`src/rtl/conv_mover_pkg.sv`:
```
// conv_mover_pkg: shared state encoding, default sizes and counter-width helper for the tile mover
package conv_mover_pkg;
  typedef enum logic [2:0] {S_IDLE, S_LOAD_W, S_GAP, S_STREAM, S_DRAIN, S_DONE} state_e;
  localparam int PE_SIZE_DEF = 16;
  localparam int DATA_WIDTH_DEF = 128;
  localparam int ROW_CNT_WIDTH_DEF = 11;
  // One counter serves weight rows, gap cycles, activation rows and drain.
  function automatic int cnt_width(int pe, int gap, int row_w);
    int w;
    w = $clog2((pe > gap ? pe : gap) + 1);
    return (w > row_w) ? w : row_w;
  endfunction
endpackage

```
`src/rtl/mover_delay_line.sv`:
```
// mover_delay_line: 1-bit shift register of configurable depth with async reset
module mover_delay_line #(
  parameter int DEPTH = 1
) (
  input  logic clk,
  input  logic rst,
  input  logic d_i,
  output logic q_o
);
  logic [DEPTH-1:0] sr_q;
  always_ff @(posedge clk or posedge rst)
    if (rst) sr_q <= '0;
    else sr_q <= DEPTH'({sr_q, d_i});
  assign q_o = sr_q[DEPTH-1];
endmodule

```
`src/rtl/conv_tile_mover.sv`:
```
// conv_tile_mover: multi-tile weight-load / activation-stream sequencer for the systolic array
module conv_tile_mover
  import conv_mover_pkg::*;
#(
  parameter int PE_SIZE         = PE_SIZE_DEF,
  parameter int DATA_WIDTH      = DATA_WIDTH_DEF,
  parameter int MEM0_ADDR_WIDTH = 10,
  parameter int MEM1_ADDR_WIDTH = 10,
  parameter int TILE_CNT_WIDTH  = 8,
  parameter int ROW_CNT_WIDTH   = ROW_CNT_WIDTH_DEF,
  parameter int LOAD_GAP        = PE_SIZE - 2
) (
  input  logic                       clk,
  input  logic                       rst,
  input  logic                       start_i,
  input  logic [TILE_CNT_WIDTH-1:0]  cfg_num_tiles_i,
  input  logic [ROW_CNT_WIDTH-1:0]   cfg_act_rows_i,
  input  logic [MEM0_ADDR_WIDTH-1:0] cfg_w_base_i,
  input  logic [MEM1_ADDR_WIDTH-1:0] cfg_a_base_i,
  input  logic                       stall_i,
  input  logic [DATA_WIDTH-1:0]      mem0_q0_i,
  input  logic [DATA_WIDTH-1:0]      mem1_q0_i,
  output logic [MEM0_ADDR_WIDTH-1:0] mem0_addr0,
  output logic                       mem0_ce0,
  output logic                       mem0_we0,
  output logic [MEM1_ADDR_WIDTH-1:0] mem1_addr0,
  output logic                       mem1_ce0,
  output logic                       mem1_we0,
  output logic [DATA_WIDTH-1:0]      mem0_q0_o,
  output logic                       mem0_q0_valid_o,
  output logic [DATA_WIDTH-1:0]      mem1_q0_o,
  output logic                       wren_o,
  output logic                       rden_o,
  output logic [TILE_CNT_WIDTH-1:0]  tile_idx_o,
  output logic                       busy_o,
  output logic                       done_o
);
  localparam int CW = cnt_width(PE_SIZE, LOAD_GAP, ROW_CNT_WIDTH);
  state_e                     state_q;
  logic [CW-1:0]              cnt_q;
  logic [TILE_CNT_WIDTH-1:0]  tiles_q, tile_q;
  logic [ROW_CNT_WIDTH-1:0]   rows_q;
  logic [MEM0_ADDR_WIDTH-1:0] w_addr_q;
  logic [MEM1_ADDR_WIDTH-1:0] a_base_q, a_addr_q;
  logic load_end, gap_end, row_end, no_rows, last_tile, w_done, tile_end;
  assign load_end  = cnt_q == CW'(PE_SIZE - 1);
  assign gap_end   = cnt_q == CW'(LOAD_GAP - 1);
  assign row_end   = cnt_q == CW'(rows_q - 1'b1);
  assign no_rows   = rows_q == '0;
  assign last_tile = tile_q == tiles_q - 1'b1;
  assign w_done    = (state_q == S_LOAD_W && load_end && LOAD_GAP == 0) || (state_q == S_GAP && gap_end);
  assign tile_end  = (w_done && no_rows) || (state_q == S_STREAM && !stall_i && row_end);
  // Tile-boundary transitions are applied after the per-state updates so they take priority.
  always_ff @(posedge clk or posedge rst) begin
    if (rst) begin
      state_q  <= S_IDLE;
      cnt_q    <= '0;
      tiles_q  <= '0;
      tile_q   <= '0;
      rows_q   <= '0;
      w_addr_q <= '0;
      a_base_q <= '0;
      a_addr_q <= '0;
    end else begin
      case (state_q)
        S_IDLE: if (start_i) begin
          tiles_q  <= cfg_num_tiles_i;
          rows_q   <= cfg_act_rows_i;
          w_addr_q <= cfg_w_base_i;
          a_base_q <= cfg_a_base_i;
          tile_q   <= '0;
          cnt_q    <= '0;
          state_q  <= cfg_num_tiles_i == '0 ? S_DONE : S_LOAD_W;
        end
        S_LOAD_W: begin
          w_addr_q <= w_addr_q + 1'b1;
          cnt_q    <= load_end ? '0 : cnt_q + 1'b1;
          if (load_end && LOAD_GAP > 0) state_q <= S_GAP;
        end
        S_GAP: cnt_q <= gap_end ? '0 : cnt_q + 1'b1;
        S_STREAM: if (!stall_i) begin
          a_addr_q <= a_addr_q + 1'b1;
          cnt_q    <= row_end ? '0 : cnt_q + 1'b1;
        end
        S_DRAIN: begin
          cnt_q <= cnt_q == CW'(1) ? '0 : cnt_q + 1'b1;
          if (cnt_q == CW'(1)) state_q <= S_DONE;
        end
        default: state_q <= S_IDLE;
      endcase
      if (w_done && !no_rows) begin
        state_q  <= S_STREAM;
        a_addr_q <= a_base_q;
      end
      if (tile_end) begin
        state_q <= last_tile ? S_DRAIN : S_LOAD_W;
        tile_q  <= last_tile ? tile_q : tile_q + 1'b1;
      end
    end
  end
  assign mem0_ce0   = state_q == S_LOAD_W;
  assign mem1_ce0   = state_q == S_STREAM && !stall_i;
  assign mem0_addr0 = w_addr_q;
  assign mem1_addr0 = a_addr_q;
  assign mem0_we0   = 1'b0;
  assign mem1_we0   = 1'b0;
  assign mem0_q0_o  = mem0_q0_i;
  assign mem1_q0_o  = mem1_q0_i;
  assign tile_idx_o = tile_q;
  assign busy_o     = state_q != S_IDLE;
  assign done_o     = state_q == S_DONE;
  mover_delay_line #(.DEPTH(1)) u_valid (.clk(clk), .rst(rst), .d_i(mem0_ce0), .q_o(mem0_q0_valid_o));
  mover_delay_line #(.DEPTH(1)) u_wren  (.clk(clk), .rst(rst), .d_i(mem1_ce0), .q_o(wren_o));
  mover_delay_line #(.DEPTH(1)) u_rden  (.clk(clk), .rst(rst), .d_i(wren_o),   .q_o(rden_o));
endmodule

```
`config.mk`:
```
export PLATFORM = sky130hd
export DESIGN_NAME = conv_tile_mover
export DESIGN_NICKNAME = d
export VERILOG_FILES = /design/src/rtl/conv_mover_pkg.sv /design/src/rtl/mover_delay_line.sv /design/src/rtl/conv_tile_mover.sv
export SDC_FILE = /design/constraint.sdc
export NUM_CORES = 1
export LEC_CHECK = 0
export CORE_AREA = 2 2 229 231
export DETAILED_ROUTE_END_ITERATION = 10
export DIE_AREA = 0 0 231 233
export PLACE_DENSITY = 0.49
export SETUP_SLACK_MARGIN = 0.5
export SLEW_MARGIN = 15
export SYNTH_ARGS = -nofsm -noshare
export SYNTH_HDL_FRONTEND = slang
export SYNTH_HIERARCHICAL = 1
export SYNTH_SLANG_ARGS = --single-unit
export TNS_END_PERCENT = 5
```
`constraint.sdc`:
```
create_clock -name clk -period 2.72 [get_ports clk]
set_input_delay 0.544 -clock clk [delete_from_list [all_inputs] [get_ports clk]]
set_output_delay 0.544 -clock clk [all_outputs]
set_load 0.03 [all_outputs]
```
==> run summary, run 1 <==
For the number of detailed-routing iterations run before antenna repair, the log shows 6. The number of buffers added on ports was 77. For the met2 routing resource usage after global routing, the log shows 0.105. The count of nets left with antenna violations once routing finished came out at 0. After routing the design area is 6770 sq um. Summed over all nets, the half-perimeter wirelength after detailed placement is 14700 microns. The starting density of the core was 0.122. Derived from the worst setup path, the maximum achievable clock frequency is 0.363 GHz. The top cell types in the final layout, fill and taps aside, are sky130_fd_sc_hd__nand2_1 (114), sky130_fd_sc_hd__dfrtp_1 (74), sky130_fd_sc_hd__clkdlybuf4s50_1 (66). The antenna diode instance count is 0, and the largest net degree at the start of global routing is 33.

The tools report the total clock buffers created by CTS as 9. Broken down by cell family, the worst path's largest delay share belongs to simple AND/OR/NAND/NOR gates. The worst hold margin was 0.389 ns; the relative slew slack was 0.647. The number of global-route vias before repair is 4541. From left edge to right edge, the die measures 231 microns.

The synthesized netlist contains 62 unique library cells. 592 I/O pins were placed. Row generation in the floorplan step produced 83 rows.

Slowest stage cell on the critical path: sky130_fd_sc_hd__or4_4. The clock period minus final worst setup slack came out at 2.76 ns. Net count of the finished layout: 932.

The initial antenna violation count is 3. For the DRC violations left, the log shows 0. The routability-driven placement congestion ratio was 0.745; the global-route usage over all layers was 0.0678. IR analysis of the VDD net gives a maximum drop of 0.408 mV. In this run the cell area of the synthesized design comes to 6240 sq um. Met3 usage: 0.0411. The routed layout has 4484 vias. The synthesized area per cell came out at 8.01 sq um. For the worst setup path, the data arrival time is 2.98 ns. Among all flip-flop cells after synthesis, the most frequent one is sky130_fd_sc_hd__dfrtp_1. Number of max-slew violations in the final report: 0. The highest cell delay on the worst timing path was 0.54 ns. The logs give 27500 microns for the wire length of the first global-routing pass and 0.133 for the final cell utilization of the core. The share of post-route cells with drive strength above 1 is 0.190. The cell that appears most often on the critical path is sky130_fd_sc_hd__buf_4.

The final reports fail on setup timing. The tools report the kind of start point of the critical path as a register. The root buffer cell chosen for the clock tree is sky130_fd_sc_hd__clkbuf_16.

Final hold violation count: 0. Walking the worst path, the cells encountered are or4_4 -> or4_4 -> o311ai_2 -> a31oi_4 -> buf_4 -> o41ai_2 -> o211ai_1 -> buf_4 -> buf_4 -> nor2_1 -> a21oi_1. The async set-or-reset flop fraction in the synthesized netlist is 1.00, and the number of buffers inserted for hold repair after clock tree synthesis is 0. The total overflow left after global routing is 0. The wire length per cell after detailed routing is 14.4 microns.

The vertical extent of the die was 233 microns. Clock tree synthesis found a total of 74 sinks. The worst setup path is of the register to register kind. In this run the worst path has a maximum fanout of 8. The growth of design area from synthesis to finish works out to 8.52%.

The clock network latency to the later pin of the worst-skew pair came out at 0.35 ns. Post-route fraction of the period consumed by the critical path: 1.01. The number of enable flip-flop cells after synthesis is 0. After global routing, the most crowded layer is met2. The run finished, with violations left. The cell count after synthesis is 779, and the number of vias per cell after detailed routing is 3.42. The worst setup timing slack at the placement stage was -0.129 ns; the iteration-0 DRC count of the detailed router was 171. The floorplan step defined a die boundary enclosing 53800 sq um. The clock tree synthesis step divided the H-tree into 3 levels.

The post-synthesis sequential area ratio was 0.297. The run gives 2 as the maximum root-to-sink buffer count. After layout, the design draws a total of 6.29 mW. The commonest non-fill, non-tap cell in the layout is sky130_fd_sc_hd__nand2_1. The pin slew with the least headroom to its limit works out to 0.525 ns. Power spread over the standard cell area amounts to 928 nW/um^2. Clock skew on the completed layout was measured at 0.0113 ns.

The Yosys step of the flow raised 6 warnings. Setup repair after global routing could not meet its margin everywhere. Setup violations remaining at the end of the flow were counted as 6.

The total wirelength of the detailed-routed design came out at 18800 microns. TritonCTS built the clock tree. For the post-route worst setup slack, the log shows -0.0381 ns. The number of violations of the max-capacitance limit was 0; the critical path data required time was 2.94 ns.

The post-synthesis register bit count was 74. Summed over all cells, the static leakage comes to 2.79 nW. Counting both buffers and inverters, the worst setup path holds a total of 3. Nature of the critical path endpoint: a register.

The clock input transition at the sequential cells of the worst setup and hold paths is 0.07 ns, and the core footprint is 51100 sq um. The instance area at placement is 6180 sq um. The met1 demand-to-capacity share in global routing came out at 0.0701. In this run the worst hold path is classified as register to register.
report_power, final:
group | switching (mW) | internal (mW) | leakage (nW)
registers | 0.490 | 1.50 | 0.927
logic | 1.65 | 1.38 | 1.71
clock network | 0.537 | 0.727 | 0.149
total | 2.68 | 3.61 | 2.79
cells in the mapped netlist (2+ instances only):
master,instances,share of area
sky130_fd_sc_hd__nand4_1,5,0.0050
sky130_fd_sc_hd__nand3b_1,2,0.0024
sky130_fd_sc_hd__buf_2,2,0.0016
sky130_fd_sc_hd__dfrtp_1,74,0.30
sky130_fd_sc_hd__o32ai_1,3,0.0042
sky130_fd_sc_hd__a31oi_1,14,0.014
sky130_fd_sc_hd__a22oi_1,2,0.0024
sky130_fd_sc_hd__a41oi_1,2,0.0028
sky130_fd_sc_hd__o21bai_1,2,0.0024
sky130_fd_sc_hd__a211oi_1,4,0.0048
sky130_fd_sc_hd__o21ai_0,31,0.025
sky130_fd_sc_hd__clkbuf_1,20,0.012
sky130_fd_sc_hd__nand2b_1,8,0.0080
sky130_fd_sc_hd__a21oi_1,22,0.018
sky130_fd_sc_hd__a21o_1,3,0.0036
sky130_fd_sc_hd__and3_1,10,0.010
sky130_fd_sc_hd__nor3b_1,2,0.0024
sky130_fd_sc_hd__and3_2,2,0.0024
sky130_fd_sc_hd__nor2_1,27,0.016
sky130_fd_sc_hd__and2_1,6,0.0060
sky130_fd_sc_hd__inv_1,21,0.013
sky130_fd_sc_hd__ha_1,7,0.014
sky130_fd_sc_hd__nor3_1,12,0.0096
sky130_fd_sc_hd__nand3_1,24,0.019
sky130_fd_sc_hd__or4_1,4,0.0048
sky130_fd_sc_hd__xor2_1,12,0.017
sky130_fd_sc_hd__nor4_1,9,0.0090
sky130_fd_sc_hd__buf_4,260,0.31
sky130_fd_sc_hd__o211ai_1,4,0.0048
sky130_fd_sc_hd__or2_2,3,0.0030
sky130_fd_sc_hd__or3_2,2,0.0024
sky130_fd_sc_hd__nor2b_1,3,0.0030
sky130_fd_sc_hd__o21a_1,2,0.0024
sky130_fd_sc_hd__a311oi_1,2,0.0028
sky130_fd_sc_hd__or3_1,3,0.0030
sky130_fd_sc_hd__o22ai_1,3,0.0030
sky130_fd_sc_hd__nand2_1,122,0.073
sky130_fd_sc_hd__xnor2_1,21,0.029
registers in the layout (all words and copies together) (netlist names):
register	flops
u_valid/q_o	1
u_rden/q_o	1
a_base_q	10
tiles_q	8
state_q	3
tile_idx_o	8
rows_q	11
mem1_addr0	10
cnt_q	11
u_wren/q_o	1
mem0_addr0	10
worst paths after layout:
check                                            from                       to  slack, ns  cells after the start
min in group asynchronous                         rst    u_valid/q_o$_DFF_PP0_       0.45                      2
max in group asynchronous                         rst  a_base_q[0]$_DFFE_PP0P_       1.48                      3
worst min-delay path             u_wren/q_o$_DFF_PP0_     u_rden/q_o$_DFF_PP0_       0.39                      0
worst min register to register   u_wren/q_o$_DFF_PP0_     u_rden/q_o$_DFF_PP0_       0.39                      0
worst max register to register  rows_q[1]$_DFFE_PP0P_     cnt_q[0]$_DFFE_PP0P_      -0.04                     11
worst max-delay path            rows_q[1]$_DFFE_PP0P_     cnt_q[0]$_DFFE_PP0P_      -0.04                     11
area by class of cell:
cell class | instances | area [sq um]
sequential | 74 | 1850
multi-input combinational | 398 | 2480
clock inverter | 7 | 83.8
inverter | 22 | 90.1
tap | 680 | 851
clock buffer | 9 | 225
timing repair buffer | 121 | 1190
fill | 5860 | 44300
logic make-up after synthesis:
family	synth area share
xor+xnor	0.0463
fa+ha+maj	0.0140
simple gates	0.190
compound gates	0.104
other cells	0.000601
flops	0.297
mux	0.00341
buf+inv	0.345
layer usage:
layer	up-vias	wire length (microns)
li1	2010	-
met1	2104	6960
met2	239	8650
met3	125	2260
met4	6	886
met5	-	90
timing repair:
item,4_1_cts,5_1_grt
pin swaps,23,9
buffers inserted,1,1
endpoints found under the setup margin,39,39
gates resized for setup,54,32
gates cloned,1,0
metrics by stage:
stage                     cells  TNS (ns)
after global placement     1292    -0.308
after floorplan             780    -0.233
final                      1311   -0.0863
after CTS                  1310    -0.221
after detailed placement   1292    -0.549
after global routing       1311     -1.94
(Power assumes the default switching activity.)
==> run 2: changes to the inputs <==
--- a/config.mk
+++ b/config.mk
@@ -5,14 +5,14 @@
 export SDC_FILE = /design/constraint.sdc
 export NUM_CORES = 1
 export LEC_CHECK = 0
-export CORE_AREA = 2 2 229 231
+export CORE_AREA = 5 5 226 228
 export DETAILED_ROUTE_END_ITERATION = 10
 export DIE_AREA = 0 0 231 233
-export PLACE_DENSITY = 0.49
+export PLACE_DENSITY = 0.5
 export SETUP_SLACK_MARGIN = 0.5
 export SLEW_MARGIN = 15
 export SYNTH_ARGS = -nofsm -noshare
 export SYNTH_HDL_FRONTEND = slang
 export SYNTH_HIERARCHICAL = 1
 export SYNTH_SLANG_ARGS = --single-unit
-export TNS_END_PERCENT = 5
+export TNS_END_PERCENT = 1
==> constraint.sdc (replaced) <==
create_clock -name clk -period 2.72 [get_ports clk]
set_input_delay 0.272 -clock clk [delete_from_list [all_inputs] [get_ports clk]]
set_output_delay 0.272 -clock clk [all_outputs]
set_load 0.03 [all_outputs]
==> run summary, run 2 (synthesis results as in run 1) <==
The number of buffers added on ports works out to 77. The post-route worst setup slack is -0.0928 ns, and the wire length per cell after detailed routing is 15.5 microns. The run gives 0.475 as the combinational share of power. The floorplan step defined a die boundary enclosing 53800 sq um.

The path class of the tightest hold or removal check is primary input to async pin. For this run, design rule violations remaining after detail routing come to 0. The critical path data required time was 2.92 ns; the total wirelength of the detailed-routed design was 19400 microns.

In the final layout, the registers with the most flip-flops are cnt_q x11, rows_q x11. For this design the static power due to leakage is 2.75 nW. After the last flow step, the layout net total stands at 927. The flow ran to the end, but the final reports show violations.

The clock input transition at the sequential cells of the worst setup and hold paths works out to 0.07 ns. The HPWL reported at the end of detailed placement was 14800 microns. The largest single stage delay on the critical path is 0.54 ns. In this run the power density over the cells is 989 nW/um^2. In this run, CTS created clock tree buffers numbering 9.

The maximum root-to-sink buffer count was 2. Iteration-0 DRC count of the detailed router: 236. The first TritonRoute pass finished after 4 iterations.

The slowest stage cell on the critical path is sky130_fd_sc_hd__or4_4. The number of global-route vias before repair came out at 4677. After global routing the overflow that remains totals 0. The tools report the kind of start point of the critical path as a register. The nature of the critical path endpoint is a register.

The top cell types in the final layout, fill and taps aside, are sky130_fd_sc_hd__nand2_1 (115), sky130_fd_sc_hd__dfrtp_1 (74), sky130_fd_sc_hd__clkdlybuf4s50_1 (73). The number of sinks on the clock net came out at 74. The logs give 48600 sq um for the core footprint and 0.00610 ns for the worst setup skew after layout. With fillers left out, the area of the finished cells amounts to 6740 sq um.

The relative slew slack was 0.517; the routability-driven placement congestion ratio was 0.819. The final reports fail on setup timing. The run gives 28200 microns as the wire length of the first global-routing pass. Entering global routing, the biggest net connects 52 pins. Post-route fraction of the period consumed by the critical path: 1.03.

For the final hold violation count, the log shows 0. The logs give 0 for the number of max-slew violations in the final report and 592 for the I/O pin count. CTS placed an instance of sky130_fd_sc_hd__clkbuf_16 at the clock tree root. The placement row count was 81.

The portion of total power attributed to the clock network is 0.226. The count of nets left with antenna violations once routing finished came out at 0. The tool flagged a number of max-cap violations equal to 0. Compared with the post-synthesis result, the final layout area differs by 8.02%. The final cell utilization of the core is 0.139, and the clock network latency to the later pin of the worst-skew pair is 0.34 ns. The share of post-route cells with drive strength above 1 was 0.192.

The logs give 4477 for the via count of the routed design and 2.78 mW for the net switching power. The H-tree depth is 3. For the internal power, the log shows 3.89 mW. Setup repair after global routing could not meet its margin everywhere.

TritonCTS built the clock tree. Setup violations remaining at the end of the flow were counted as 10. The switching fraction of total power came out at 0.417. The tools report the instance area at placement as 6060 sq um. The number of vias per cell after detailed routing was 3.58.

The die is 233 microns tall. The count of cells along the worst register-to-register path was 10. Leaving out fill and tap cells, the most frequent cell in the layout is sky130_fd_sc_hd__nand2_1. The logs give 2550 sq um for the area taken by multi-input logic gates and 0.356 GHz for the maximum achievable frequency. The run gives 0.128 as the starting density of the core. The count of filler cells inserted in the layout is 5513, and the sequential fraction of design power is 0.299. The run gives 3.02 ns as the arrival time of data at the critical path endpoint. Of all nets on the critical path, the largest fanout is 6. The horizontal die dimension was 231 microns.

The tools report the initial antenna violation count as 4. At the pin with the least slew margin, the transition time is 0.718 ns. VDD sags by at most 0.395 mV. Counting I/O delays and the setup requirement, the final critical path takes 2.81 ns. Critical path class: register to register. The total area of sequential cells is 1850 sq um.

Walking the worst path, the cells encountered are or4_4 -> or4b_4 -> nand2_4 -> a31oi_4 -> buf_6 -> o41ai_4 -> o211ai_1 -> buf_4 -> a41oi_2 -> a31oi_1. The run gives 0.0685 as the global-route usage over all layers.
==> run 2: changes by cell type in the layout (fill, tap and decap cells not counted), sizes merged, moves of 3 or more <==
cell           before  now
buf                46   40
bufinv              1    4
clkdlybuf4s50      66   73
inv                25   22
==> run 2: worst paths after layout <==
kind | slack [ns] | start | endpoint
worst min register to register | 0.39 | u_wren/q_o$_DFF_PP0_ | u_rden/q_o$_DFF_PP0_
min in group clk | 0.39 | u_wren/q_o$_DFF_PP0_ | u_rden/q_o$_DFF_PP0_
worst min-delay path | 0.17 | rst | u_rden/q_o$_DFF_PP0_
worst max register to register | -0.09 | rows_q[1]$_DFFE_PP0P_ | cnt_q[10]$_DFFE_PP0P_
max in group asynchronous | 2.05 | rst | tile_idx_o[7]$_DFFE_PP0P_
worst max-delay path | -0.09 | rows_q[1]$_DFFE_PP0P_ | cnt_q[10]$_DFFE_PP0P_
==> run 2: through the flow <==
| step | hold WS, ns | std cells | power, mW | setup slack [ns] | setup TNS [ns] |
|---|---|---|---|---|---|
| 4_1_cts | 0.166 | 1248 | 6.58 | -0.0580 | -0.285 |
| 3_3_place_gp | 0.368 | 1230 | 4.79 | -0.0745 | -0.187 |
| 3_5_place_dp | 0.369 | 1230 | 4.83 | -0.174 | -1.23 |
| 2_1_floorplan | 0.000714 | 780 | 4.48 | -0.0653 | -0.233 |
| 5_1_grt | 0.171 | 1248 | 7.15 | -0.213 | -2.38 |
| 6_report | 0.174 | 1250 | 6.67 | -0.0928 | -0.481 |
==> run 2: what timing repair did <==
action / 4_1_cts / 5_1_grt
resized for setup: 27 / 49
pin swaps: 20 / 24
hold buffers: 0 / 0
setup buffers: 1 / 0
endpoints found under the setup margin: 35 / 35
cloned: 1 / 0
==> run 2: metal layers <==
layer  GRT usage  wire length, microns  vias to the layer above
met1      0.0687                  6920                     2107
met5     0.00735                    61                        -
met3      0.0422                  2530                       87
met2       0.108                  8970                      277
met4      0.0410                   891                        6
li1            -                     -                     2000
==> run 2: worst max-delay path, delay by kind of cell, from the launching register on <==
kind	cells	cell delay, ns
AND/OR/NAND/NOR	3	1.13
flip-flops	1	0.41
AO/OA/AOI/OAI	5	0.76
buffers and inverters	2	0.38
==> run 2: area by class of cell <==
cell class | instances | share of cell area
clock buffer | 10 | 0.0340
timing repair buffer | 116 | 0.164
multi-input combinational | 398 | 0.378
antenna | 2 | 0.000742
sequential | 74 | 0.275
clock inverter | 6 | 0.0204
inverter | 22 | 0.0126
tap | 622 | 0.115
==> run 2: power groups by stage <==
stage / Clock, mW / Sequential [mW] / Combinational (mW)
after global routing: 1.61 / 2.06 / 3.48
after floorplan: 0 / 2.13 / 2.35
final: 1.51 / 1.99 / 3.17
after global placement: 0 / 1.97 / 2.82
after detailed placement: 0 / 1.98 / 2.86
after CTS: 1.58 / 1.97 / 3.03
